`src/rtl/handshake_elastic_fifo_pkg.sv`:
```
// Shared helpers for the handshake_* dataflow blocks.
//   ptr_width(n)  : ceil(log2(n)) floored at 1, usable in parameter context.
//   HS_IN_CHANNEL / HS_OUT_CHANNEL : port-bundle macros for a handshake channel
//     given its data, valid and ready port names, data port <width> bits wide.
`ifndef HANDSHAKE_CHANNEL_MACROS
`define HANDSHAKE_CHANNEL_MACROS
`define HS_IN_CHANNEL(data, valid, ready, width) \
  input  logic [(width)-1:0] data, \
  input  logic               valid, \
  output logic               ready
`define HS_OUT_CHANNEL(data, valid, ready, width) \
  output logic [(width)-1:0] data, \
  output logic               valid, \
  input  logic               ready
`endif

package handshake_elastic_fifo_pkg;

  // Bits needed to address n distinct values; never less than 1 so a
  // degenerate depth still yields a legal vector.
  function automatic int unsigned ptr_width(input int unsigned n);
    int unsigned w;
    w = 1;
    while ((32'd1 << w) < n) begin
      w = w + 1;
    end
    return w;
  endfunction

endpackage

```
`src/rtl/handshake_fifo_mem.sv`:
```
// Storage array for handshake_elastic_fifo. No reset, no pointer logic.
//   clk_i    : write clock
//   we_i     : write enable
//   waddr_i  : write slot index
//   wdata_i  : write data
//   raddr_i  : read slot index (combinational read)
//   rdata_o  : contents of slot raddr_i
module handshake_fifo_mem
  import handshake_elastic_fifo_pkg::*;
#(
  parameter int unsigned DATA_WIDTH = 32,
  parameter int unsigned NUM_SLOTS  = 4
) (
  input  logic                                clk_i,
  input  logic                                we_i,
  input  logic [ptr_width(NUM_SLOTS)-1:0]     waddr_i,
  input  logic [DATA_WIDTH-1:0]               wdata_i,
  input  logic [ptr_width(NUM_SLOTS)-1:0]     raddr_i,
  output logic [DATA_WIDTH-1:0]               rdata_o
);

  logic [DATA_WIDTH-1:0] mem_q [NUM_SLOTS];

  always_ff @(posedge clk_i) begin
    if (we_i) begin
      mem_q[waddr_i] <= wdata_i;
    end
  end

  assign rdata_o = mem_q[raddr_i];

endmodule

```
`src/rtl/handshake_elastic_fifo.sv`:
```
// Opaque elastic FIFO for a handshake channel. Every output is derived from
// registered state, so valid, data and ready paths are all cut.
//   clk        : clock, rising edge
//   rst        : synchronous active-high reset (drops all buffered tokens)
//   ins        : input token data
//   ins_valid  : input token present
//   ins_ready  : a slot is free this cycle
//   outs       : token at head (don't-care while outs_valid = 0)
//   outs_valid : at least one token buffered
//   outs_ready : consumer takes the head token
module handshake_elastic_fifo
  import handshake_elastic_fifo_pkg::*;
#(
  parameter int unsigned DATA_WIDTH = 32,
  parameter int unsigned NUM_SLOTS  = 4
) (
  input  logic                  clk,
  input  logic                  rst,
  input  logic [DATA_WIDTH-1:0] ins,
  input  logic                  ins_valid,
  output logic                  ins_ready,
  output logic [DATA_WIDTH-1:0] outs,
  output logic                  outs_valid,
  input  logic                  outs_ready
);

  localparam int unsigned PtrW = ptr_width(NUM_SLOTS);
  localparam int unsigned CntW = ptr_width(NUM_SLOTS + 1);
  localparam logic [PtrW-1:0] LastPtr = PtrW'(NUM_SLOTS - 1);
  localparam logic [CntW-1:0] FullCnt = CntW'(NUM_SLOTS);

  logic [PtrW-1:0] head_q, head_d;
  logic [PtrW-1:0] tail_q, tail_d;
  logic [CntW-1:0] count_q, count_d;
  logic            push, pop;

  // Wrap explicitly so non-power-of-two depths never rely on overflow.
  function automatic logic [PtrW-1:0] next_ptr(input logic [PtrW-1:0] p);
    return (p == LastPtr) ? '0 : p + PtrW'(1);
  endfunction

  // When full, ready stays low even if a pop happens this cycle; the freed
  // slot shows up next cycle, keeping outs_ready off the ins_ready path.
  assign ins_ready  = (count_q != FullCnt);
  assign outs_valid = (count_q != '0);
  assign push       = ins_valid & ins_ready;
  assign pop        = outs_valid & outs_ready;

  always_comb begin
    head_d  = head_q;
    tail_d  = tail_q;
    count_d = count_q;
    if (push) begin
      tail_d = next_ptr(tail_q);
    end
    if (pop) begin
      head_d = next_ptr(head_q);
    end
    case ({push, pop})
      2'b10:   count_d = count_q + CntW'(1);
      2'b01:   count_d = count_q - CntW'(1);
      default: count_d = count_q;
    endcase
  end

  always_ff @(posedge clk) begin
    if (rst) begin
      head_q  <= '0;
      tail_q  <= '0;
      count_q <= '0;
    end else begin
      head_q  <= head_d;
      tail_q  <= tail_d;
      count_q <= count_d;
    end
  end

  handshake_fifo_mem #(
    .DATA_WIDTH (DATA_WIDTH),
    .NUM_SLOTS  (NUM_SLOTS)
  ) u_mem (
    .clk_i   (clk),
    .we_i    (push & ~rst),
    .waddr_i (tail_q),
    .wdata_i (ins),
    .raddr_i (head_q),
    .rdata_o (outs)
  );

endmodule

```
`config.mk`:
```
export PLATFORM = sky130hd
export DESIGN_NAME = handshake_elastic_fifo
export DESIGN_NICKNAME = d
export VERILOG_FILES = /design/src/rtl/handshake_elastic_fifo_pkg.sv /design/src/rtl/handshake_fifo_mem.sv /design/src/rtl/handshake_elastic_fifo.sv
export SDC_FILE = /design/constraint.sdc
export NUM_CORES = 1
export LEC_CHECK = 0
export ABC_AREA = 1
export ABC_CLOCK_PERIOD_IN_PS = 4000
export BUFFER_PORTS_ARGS = -buffer_cell sky130_fd_sc_hd__buf_4
export CORE_ASPECT_RATIO = 0.75
export CORE_MARGIN = 4
export CORE_UTILIZATION = 61
export CTS_BUF_LIST = sky130_fd_sc_hd__clkbuf_16
export DETAILED_ROUTE_END_ITERATION = 8
export PLACE_DENSITY_LB_ADDON = 0.15
export SLEW_MARGIN = 20
export SYNTH_ARGS = -nofsm -noshare
export SYNTH_HDL_FRONTEND = slang
export SYNTH_SLANG_ARGS = --single-unit
```
`constraint.sdc`:
```
create_clock -name clk -period 4 [get_ports clk]
set_input_delay 0.8 -clock clk [delete_from_list [all_inputs] [get_ports clk]]
set_output_delay 0.8 -clock clk [all_outputs]
set_load 0.01 [all_outputs]
```
# Word-level counts from Yosys, hierarchy flattened
# Memory sizes are Yosys's and may differ from the RTL's. A register that Yosys moved wholly into a read port is not among the register bits.
# Cells that the tools add are included.
dict set report word_totals {
  register_bits 7
  ram_bits 128
  output_inout_bits 34
  elab_cells 26
  n_memories 1
}
# name depth width read_ports rd_clocked_by_memory_dff write_ports line
set mem_list {}
lappend mem_list {u_mem.mem_q 4 32 1 1 1 handshake_fifo_mem.sv:22} ;# logic [DATA_WIDTH-1:0] mem_q [NUM_SLOTS];
dict set report op_classes {
  n_addsub 4
  eq_ne 5
  muxes 7
  n_bitwise 4
  n_reduce_logical 2
}
# cell n
set ops {}
lappend ops {{$mux W2} 4}
lappend ops {{$eq A2 B2 Y1 const B} 3}
lappend ops {{$pmux W3 S2} 1}
lappend ops {{$add A2 B1 Y2 const B} 2}
lappend ops {{$add A3 B1 Y3 const B} 1}
lappend ops {{$and A1 B1 Y1} 3}
lappend ops {{$ne A3 B3 Y1 const B} 1}
lappend ops {{$reduce_bool A3 Y1} 1}
lappend ops {{$sub A3 B1 Y3 const B} 1}
lappend ops {{$eq A2 B1 Y1 const B} 1}
lappend ops {{$mux W1} 2}
lappend ops {{$reduce_bool A2 Y1} 1}
lappend ops {{$not A1 Y1} 1}

# Logic depth before layout (Yosys ltp)
# Gate-level depths: netlist of the first run.
dict set report depth {
  depth_word 5
  depth_mapped 13
  mapped_depth_nobuf 13
}

# Modules after synthesis
# Synthesis of the first run repeated with hierarchy kept, for this count alone.
dict set report hier_totals {
  cells_unflattened 566
  hier_area_um2 5868.1
}
# mod instances cells_per_inst area_each_um2 seq_area_each_um2
set modules_own_cells {}
lappend modules_own_cells {handshake_fifo_mem 1 509 5437.7 3843.7}
lappend modules_own_cells {handshake_elastic_fifo 1 57 430.4 140.1}

# Worst setup path before layout of the first run
# Ideal clock, no wire load.
dict set report synth_path {
  path_type {input port to flip-flop}
  from {input rst}
  to {memory u_mem.mem_q[0][0] (enable)}
  setup_time_ns 0.421
  t_arrival_ns 2.458
  setup_slack_ns 1.120
  cell_stages 3
  n_path_buf 0
  cell_sequence {inv_1 -> nand3_1 -> nor2_1}
}
dict set report synth_via {
  elab_chain_len 4
}
# element line
set synth_lines {}
lappend synth_lines {{start: declaration} handshake_elastic_fifo.sv:18} ;# input logic rst,
lappend synth_lines {{$not A1 Y1} handshake_elastic_fifo.sv:83} ;# .we_i (push & ~rst),
lappend synth_lines {{$and A1 B1 Y1} handshake_elastic_fifo.sv:83}
lappend synth_lines {{$mux W1} handshake_fifo_mem.sv:25} ;# if (we_i) begin
lappend synth_lines {{$mux W1 (implied by the code)} handshake_fifo_mem.sv:26} ;# mem_q[waddr_i] <= wdata_i;
lappend synth_lines {{end: declaration} handshake_fifo_mem.sv:22}
# Every way passes these cells.

==> flow_summary.yaml, run 1 <==
global_route:
  grt_usage: 0.208
  grt_pass1_wl_um: 15600
  grt-ovfl-total: 0
  antenna_found_initial: 0
  grt_max_degree: 65
  grt_pass1_vias: 3176
final_layout:
  syn2layout_area_growth_pct: 20.7
  final_core_util: 0.753
  fin_nets: 495
  drive_gt1_frac: 0.222
  multiInputGateArea_sq_um: 1050
  fillers: 541
  seq_area_sq_um: 4030
  fin_cells: 572
  num_antenna_cells: 0
die:
  io_pins: 70
  start_util: 0.624
  die_x_um: 115
  dieHeight_um: 88.6
  core_sq_um: 8450
  die_area_sq_um: 10200
  rows: 29
cts:
  cts-hold-fix-buffers: 0
  clock_path_buffers: 2
  cts_tree: "built"
  cts_buffers: 17
  htree_levels: 4
  postCtsSetupBuffers: 0
  clock_sinks: 137
  cts_resized: 0
  root_buffer: "clkbuf_16"
  path_clk_slew_ps: 50
  insertion_delay_ps: 410
synth:
  synth_top_area_frac: 0.728
  synthFlopType: "edfxtp_1"
  synthMuxAreaShare: 0
  avgSynthCellArea_sq_um: 13.9
  synth_most_common_cell: "edfxtp_1"
  netlist_top_cells_count: "edfxtp_1 (128), nor2_1 (78), o21ai_0 (38)"
  synth.distinct_cells: 20
  yosys.area_share.simple: 0.0713
  syn-instance-count: 380
  synth-edff-count: 128
  synth_compound_area_frac: 0.104
  synthAdderAreaFrac: 0.0180
  ys_ff_latch: 137
  netlist_area_sq_um: 5280
  synth_top_family_by_area: "compound AO/OA/AOI/OAI gates"
  ys_async_sr_fraction: 0
  synth_xor_area_frac: 0
  syn_nets: 423
  ys_seq_area_frac: 0.762
  synth.largest_area_cell: "edfxtp_1"
  synth_area_leaders: "edfxtp_1 (73%), nor2_1 (5.5%), o22ai_1 (3.8%), o21ai_0 (3.6%), dfxtp_1 (3.4%)"
  ys.warnings.count: 0
detailed_routing:
  ant_nets: 0
  drt-total-wl_um: 9930
  drc_errors: 0
  first_pass_iters: 5
  drtIter0Drc: 268
  vias: 3162
  wl_per_cell_um: 17.4
  via_per_inst: 5.53
power_and_ir_drop:
  cellPowerDensity_nw_per_um2: 669
  vdd_drop_max_uv: 398
  p_leak_nw: 2.31
  total_power_w: 0.00426
sta:
  finalHoldViolations: 0
  holdWs_ps: 531
  timing.slew.headroom: 0.298
  clock.fmax_mhz: 336
  finalCritPeriodShare: 0.744
  timing.final.setup_violations: 0
  slew_violations: 0
  rsz0062_at_grt: "no"
  tightestPinTransition_ps: 1050
  period_needed_ps: 2980
  setup_tns_ps: 0
  finClkSkew_ps: 5.08
critical_path:
  worstSetupEndpointType: "primary output"
  arrival_ps: 2180
  critPathKind: "register to primary output"
  start_kind: "register"
  critPathMaxFanout: 64
  worstPathRequired_ps: 3200
placed_design:
  dp_hpwl_um: 5570
  post-place-cells: 541
  io_buffers: 69
  gp_congestion: 0.770
run_status:
  status: "complete, no violations"
run:
  cap_violations: 0
hold_path:
  hold_path_class: "register to register"
[cell type report]
class                           instances  area share
Multi-Input combinational cell        206       0.165
Inverter                               18      0.0118
Clock buffer                           17      0.0668
Sequential cell                       137       0.632
Timing Repair Buffer                   72      0.0849
Tap cell                              108      0.0212
Clock inverter                         14      0.0183
[metrics by stage]
| step | cell area (sq um) | worst slack [ps] |
|---|---|---|
| after floorplan | 5280 | 1120 |
| after global placement | 5830 | 1310 |
| after detailed placement | 5830 | 1230 |
| after CTS | 6370 | 1010 |
| after global routing | 6370 | 802 |
| final | 6370 | 1020 |
[critical path, stage by stage, from the launching register on]
cell	delay [ps]
dfxtp_2	870
inv_8	290
o21ai_1	270
o22ai_1	140
buf_4	170
[worst paths after layout]
path                            slack (ps)  depth (start not counted)                           end               startpoint
worst max-delay path                  1020                          4                      outs[30]                 register
worst min-delay path                   530                          2       count_q[0]$_SDFFE_PP0P_  count_q[0]$_SDFFE_PP0P_
worst max register to register        1800                          4  u_mem.mem_q[3][13]$_DFFE_PP_  count_q[1]$_SDFFE_PP0P_
worst min register to register         530                          2       count_q[0]$_SDFFE_PP0P_  count_q[0]$_SDFFE_PP0P_
[metal layers]
metal	GRT usage	wire (um)	vias up
met5	0	0	-
met4	0.0746	57	0
met1	0.263	4020	1494
met2	0.346	4950	123
met3	0.0622	907	6
li1	-	-	1539
[placed cells by master (no fill, tap or decap), drive strengths merged]
| master | n |
|---|---|
| a21oi | 4 |
| buf | 72 |
| bufinv | 2 |
| clkbuf | 17 |
| clkinv | 8 |
| clkinvlp | 2 |
| dfxtp | 9 |
| edfxtp | 128 |
| fa | 1 |
| ha | 6 |
| inv | 20 |
| nand2 | 14 |
| nand3 | 2 |
| nand3b | 2 |
| nand4 | 1 |
| nor2 | 78 |
| o21ai | 66 |
| o22ai | 32 |
[power breakdown]
part	leakage (nW)	internal (W)	total (W)	switching [W]
combinational	0.807	0.000448	0.00108	0.000637
clock	0.268	0.000892	0.00143	0.000539
sequential	1.24	0.00167	0.00174	0.0000741
[registers in the layout, indices dropped and copies added (netlist names), named ones only]
register,cells
u_mem.mem_q,128
count_q,3
head_q,2
tail_q,2
[cells by family after synthesis]
logic type / Yosys count
AO/OA/AOI/OAI: 102
flip-flops: 137
buffers and inverters: 37
AND/OR/NAND/NOR: 97
adder cells (fa/ha/maj): 7
Power figures use the tool's default switching activity.
==> inputs of run 2 (changes only) <==
Settings changed: ABC_CLOCK_PERIOD_IN_PS 4000 to 2850, CORE_UTILIZATION 61 to 57.
Clock period 4 ns to 2.85 ns, I/O delays scaled along.
==> flow_summary.yaml, run 2 (synthesis gave the netlist of run 1 again) <==
placed_design:
  gp_congestion: 0.784
  dp_slack_ps: 635
  dp_hpwl_um: 5840
  placed_area_sq_um: 5890
  io_buffers: 69
  post-place-cells: 566
final_layout:
  final_common_cell: "edfxtp_1"
  fin_nets: 500
  syn2layout_area_growth_pct: 23.5
  largest_reg_flops: 128
  multiInputGateArea_sq_um: 1050
  fillers: 620
  top_regs: "u_mem.mem_q: 128 flops, count_q: 3 flops"
  final_core_util: 0.721
  fin_area_sq_um: 6520
  drive_gt1_frac: 0.239
  num_antenna_cells: 0
  seq_area_sq_um: 4030
  mostFrequentLayoutCells: "edfxtp_1 (128), buf_4 (77), nor2_1 (74), o21ai_0 (38), o22ai_1 (32)"
  fin_cells: 597
  registers.top_by_ff_count: "u_mem.mem_q"
sta:
  timing.final.setup_violations: 0
  period_needed_ps: 2420
  setup_tns_ps: 0
  timing.slew.headroom: 0.634
  clock.fmax_mhz: 413
  finalHoldViolations: 0
  finalCritPeriodShare: 0.849
  slew_violations: 0
  tightestPinTransition_ps: 549
  finClkSkew_ps: 7.56
  timing.final.ws_setup_ps: 430
  rsz0062_at_grt: "no"
power_and_ir_drop:
  vdd_drop_max_uv: 538
  cellPowerDensity_nw_per_um2: 964
  p_leak_nw: 2.37
critical_path:
  r2r-start: "count_q[1]$_SDFFE_PP0P_"
  path_delay_family: "flip-flops"
  start_kind: "register"
  critPathKind: "register to primary output"
  crit_chain: "buf_4 > o21ai_0 > o22ai_1 > buf_4"
  worstSetupEndpointType: "primary output"
  critPathSlowestCell: "dfxtp_2"
  critPathMaxFanout: 30
  arrival_ps: 1850
  worstPathRequired_ps: 2280
  r2r-end: "u_mem.mem_q[0][4]$_DFFE_PP_"
  cp_common_cell: "buf_4"
  reg2reg_slack_ps: 990
  worst-path-buf-inv: 2
  worst_path_largest_cell_delay_ps: 540
  ff2ff_path_depth: 5
detailed_routing:
  wl_per_cell_um: 16.6
  first_pass_iters: 6
  drtIter0Drc: 286
  drt-total-wl_um: 9900
  drc_errors: 1
  vias: 3213
  via_per_inst: 5.38
  ant_nets: 0
cts:
  cts_resized: 0
  insertion_delay_ps: 410
  postCtsSetupBuffers: 0
  cts_tree: "built"
  cts_buffers: 17
  htree_levels: 4
  clock_path_buffers: 2
  root_buffer: "clkbuf_16"
  path_clk_slew_ps: 60
  clock_sinks: 137
  cts-hold-fix-buffers: 0
die:
  rows: 30
  die_x_um: 119
  io_pins: 70
  core_sq_um: 9050
  start_util: 0.584
  die_area_sq_um: 10900
  dieHeight_um: 91.3
hold_path:
  hold_path_class: "primary input to register"
  hold_path_depth: 1
  min_delay_worst_endpoint: "u_mem.mem_q[2][24]$_DFFE_PP_"
  holdCritStartpoint: "ins[24]"
global_route:
  grt_pass1_wl_um: 15900
  grt_usage: 0.193
  antenna_found_initial: 0
  grt-ovfl-total: 0
  grt_pass1_vias: 3157
  grt_max_degree: 65
run_status:
  violations: "DRC"
  status: "finished with violations"
run:
  cap_violations: 0
run 2: cell count changes in the layout (fill, tap and decap cells not counted):
cell	delta
buf_4	+5
inv_6	+1
clkinv_2	-1
bufinv_16	+3
clkinv_1	-2
clkinv_4	+1
inv_1	-2
run 2: how the worst max path moves through the flow:
stage,cells after the start,startpoint,endpoint
after global routing,4,register,outs[12]
after detailed placement,5,rst,u_mem.mem_q[0][14]$_DFFE_PP_
after floorplan,3,rst,u_mem.mem_q[0][0]$_DFFE_PP_
after global placement,5,rst,u_mem.mem_q[0][15]$_DFFE_PP_
after CTS,4,register,outs[28]
final,4,register,outs[7]
run 2: per-stage QoR:
step                      total power, W  hold WS [ps]
after floorplan                  0.00342           483
final                            0.00628           364
after global routing             0.00662           341
after global placement           0.00399           518
after CTS                        0.00633           348
after detailed placement         0.00402           524
run 2: final cells by class:
type / instances / area share
multi-input cells: 206 / 0.161
flip-flops and latches: 137 / 0.617
well taps: 128 / 0.0246
clock inverters: 14 / 0.0313
clock buffers: 17 / 0.0652
repair buffers: 77 / 0.0887
inverters: 18 / 0.0115
run 2: worst reg2reg max path, cell delays in order (launching register included):
cell	delay, ps
dfxtp_1	340
nor2_1	70
nand2_1	140
nand3_1	320
nor2_4	340
buf_4	330
run 2: power breakdown:
| group | internal [W] | switching [W] | total (W) |
|---|---|---|---|
| Clock | 0.00154 | 0.000773 | 0.00231 |
| Sequential | 0.00234 | 0.0000704 | 0.00241 |
| Combinational | 0.000637 | 0.000923 | 0.00156 |
run 2: routing by layer:
layer  part of all wire  global-route usage
met1               0.43               0.261
met2               0.49               0.297
met3              0.074              0.0716
met4             0.0077              0.0559
met5                  0                   0
==> inputs of run 3 (changes only) <==
Settings changed: ABC_AREA 1 to 0, ABC_CLOCK_PERIOD_IN_PS 2850 to 2300.
Clock period 2.85 ns to 2.3 ns, I/O delays scaled along.
==> flow_summary.yaml, run 3 <==
final_layout:
  top_regs: "u_mem.mem_q: 128 flops, count_q: 3 flops"
  largest_reg_flops: 128
  syn2layout_area_growth_pct: 24.6
  num_antenna_cells: 0
  fin_area_sq_um: 6440
  fin_nets: 351
  mostFrequentLayoutCells: "edfxtp_1 (128), buf_4 (74), mux4_2 (17), clkbuf_16 (17), mux4_1 (15)"
  registers.top_by_ff_count: "u_mem.mem_q"
  final_common_cell: "edfxtp_1"
  drive_gt1_frac: 0.413
synth:
  synth_area_leaders: "edfxtp_1 (74%), mux4_1 (7.6%), mux4_2 (7.4%), dfxtp_1 (3.5%), ha_1 (1.5%)"
  yosys.area_share.simple: 0.0220
  synth_top_area_frac: 0.743
  syn-instance-count: 218
  ys.warnings.count: 0
  ys_async_sr_fraction: 0
  synth_most_common_cell: "edfxtp_1"
  syn_nets: 261
  synth_compound_area_frac: 0.00532
  ys_seq_area_frac: 0.778
  ys_ff_latch: 137
  synth-edff-count: 128
  synthFlopType: "edfxtp_1"
  synth.distinct_cells: 25
  synthAdderAreaFrac: 0.0184
  synthMuxAreaShare: 0.156
  synth.largest_area_cell: "edfxtp_1"
  synth_xor_area_frac: 0.00339
  netlist_area_sq_um: 5170
  netlist_top_cells_count: "edfxtp_1 (128), mux4_2 (17), mux4_1 (15)"
  synth_top_family_by_area: "multiplexers"
  avgSynthCellArea_sq_um: 23.7
critical_path:
  worst_path_largest_cell_delay_ps: 590
  arrival_ps: 1790
  crit_chain: "buf_12 > mux4_1 > buf_4"
  ff2ff_path_depth: 8
  r2r-start: "count_q[1]$_SDFFE_PP0P_"
  critPathSlowestCell: "mux4_1"
  reg2reg_slack_ps: 160
  worstSetupEndpointType: "primary output"
  r2r-end: "count_q[2]$_SDFFE_PP0P_"
  critPathMaxFanout: 16
  worstPathRequired_ps: 1840
  critPathKind: "register to primary output"
  start_kind: "register"
run:
  cap_violations: 0
sta:
  rsz0062_at_grt: "yes"
  holdWs_ps: 251
  finalCritPeriodShare: 0.977
  period_needed_ps: 2250
  finalHoldViolations: 0
  timing.slew.headroom: 0.654
  finClkSkew_ps: 7.68
  clock.fmax_mhz: 445
  timing.final.setup_violations: 0
  slew_violations: 0
  setup_tns_ps: 0
  tightestPinTransition_ps: 514
power_and_ir_drop:
  p_clk_frac: 0.341
  vdd_drop_max_uv: 675
  pwr-share-seq: 0.453
  total_power_w: 0.00661
  comb_power_share: 0.206
  internal_power_w: 0.00499
  p_leak_nw: 2.28
  switching_share: 0.245
  p_sw_w: 0.00162
  cellPowerDensity_nw_per_um2: 1030
die:
  start_util: 0.599
  io_pins: 70
  die_x_um: 118
  dieHeight_um: 90.5
  die_area_sq_um: 10700
  rows: 29
  core_sq_um: 8640
cts:
  path_clk_slew_ps: 50
  cts-hold-fix-buffers: 0
  insertion_delay_ps: 410
  htree_levels: 4
  clock_sinks: 137
  clock_path_buffers: 2
  cts_tree: "built"
  root_buffer: "clkbuf_16"
  cts_buffers: 17
hold_path:
  hold_path_depth: 1
  hold_path_class: "primary input to register"
  holdCritStartpoint: "ins[23]"
  min_delay_worst_endpoint: "u_mem.mem_q[2][23]$_DFFE_PP_"
global_route:
  antenna_found_initial: 0
  grt-ovfl-total: 0
  grt_pass1_wl_um: 14200
  grt_max_degree: 33
  grt_pass1_vias: 2613
  grt_usage: 0.179
placed_design:
  dp_hpwl_um: 5320
  placed_area_sq_um: 5950
  io_buffers: 69
  gp_congestion: 0.730
detailed_routing:
  via_per_inst: 5.60
  first_pass_iters: 4
  ant_nets: 0
  wl_per_cell_um: 20.4
  drt-total-wl_um: 8740
  drtIter0Drc: 163
  vias: 2396
  drc_errors: 0
run_status:
  status: "complete, no violations"
## run 3: cell types whose count changed after synthesis, sizes merged, moves of 3 or more
cell | previous run | this run
buf | 18 | 7
inv | 18 | 6
mux4 | 0 | 32
nand2 | 14 | 2
nor2 | 78 | 5
nor3b | 0 | 4
o21ai | 66 | 1
o22ai | 32 | 0
or3 | 0 | 3
## run 3: worst max-delay path by stage
stage	slack (ps)	depth (start not counted)	end	start
2_1_floorplan	-150	2	u_mem.mem_q[1][0]$_DFFE_PP_	rst
5_1_grt	-30	3	outs[0]	register
3_5_place_dp	130	8	count_q[2]$_SDFFE_PP0P_	count_q[2]$_SDFFE_PP0P_
3_3_place_gp	220	8	count_q[2]$_SDFFE_PP0P_	count_q[2]$_SDFFE_PP0P_
6_report	50	3	outs[28]	register
4_1_cts	20	3	outs[1]	register
## run 3: cell type report
class	count	area, sq um
Sequential cell	137	4030
Fill cell	493	2190
Multi-Input combinational cell	67	1110
Timing Repair Buffer	79	656
Clock buffer	17	425
Tap cell	108	135
Clock inverter	14	70.1
Inverter	6	22.5
## run 3: kinds of logic after synthesis
kind of cell	after synthesis
adders and majority gates	7
and+or+nand+nor	18
buffers and inverters	14
xor gates and xnor gates	2
muxes	35
AOI/OAI and AO/OA	5
DFF	137
## run 3: critical path: cells and delay by family (launching register included)
family	cells	cell delay (ps)
flip-flops	1	430
buffers and inverters	2	360
multiplexers	1	590
## run 3: power groups by stage
stage	registers [W]	clock network, W	logic, W
2_1_floorplan	0.00300	0	0.000841
5_1_grt	0.00301	0.00241	0.00148
3_3_place_gp	0.00303	0	0.00137
4_1_cts	0.00300	0.00231	0.00139
3_5_place_dp	0.00304	0	0.00138
6_report	0.00300	0.00225	0.00136
## run 3: metal layers
metal	global-route usage	part of all wire	wire length [um]	vias to the layer above
met1	0.237	0.44	3870	1237
met3	0.0708	0.057	501	6
met5	0	0	0	-
met4	0.0556	0.0055	48	0
li1	-	-	-	1096
met2	0.275	0.49	4310	57
## run 3: repair_timing
action / in CTS / in global routing
gates resized for setup: 1 / 1
endpoints found under the hold margin: 0 / 0
endpoints found under the setup margin: 14 / 6
setup buffers: 0 / 0
pin swaps: 0 / 0
## run 3: metrics by stage
step                setup slack, ps  utilization  std cells
floorplan                      -152            -        218
global placement                224        0.688        397
detailed placement              131        0.688        397
CTS                            18.0        0.746        428
global route                  -33.1        0.746        428
finish                         51.8        0.746        428
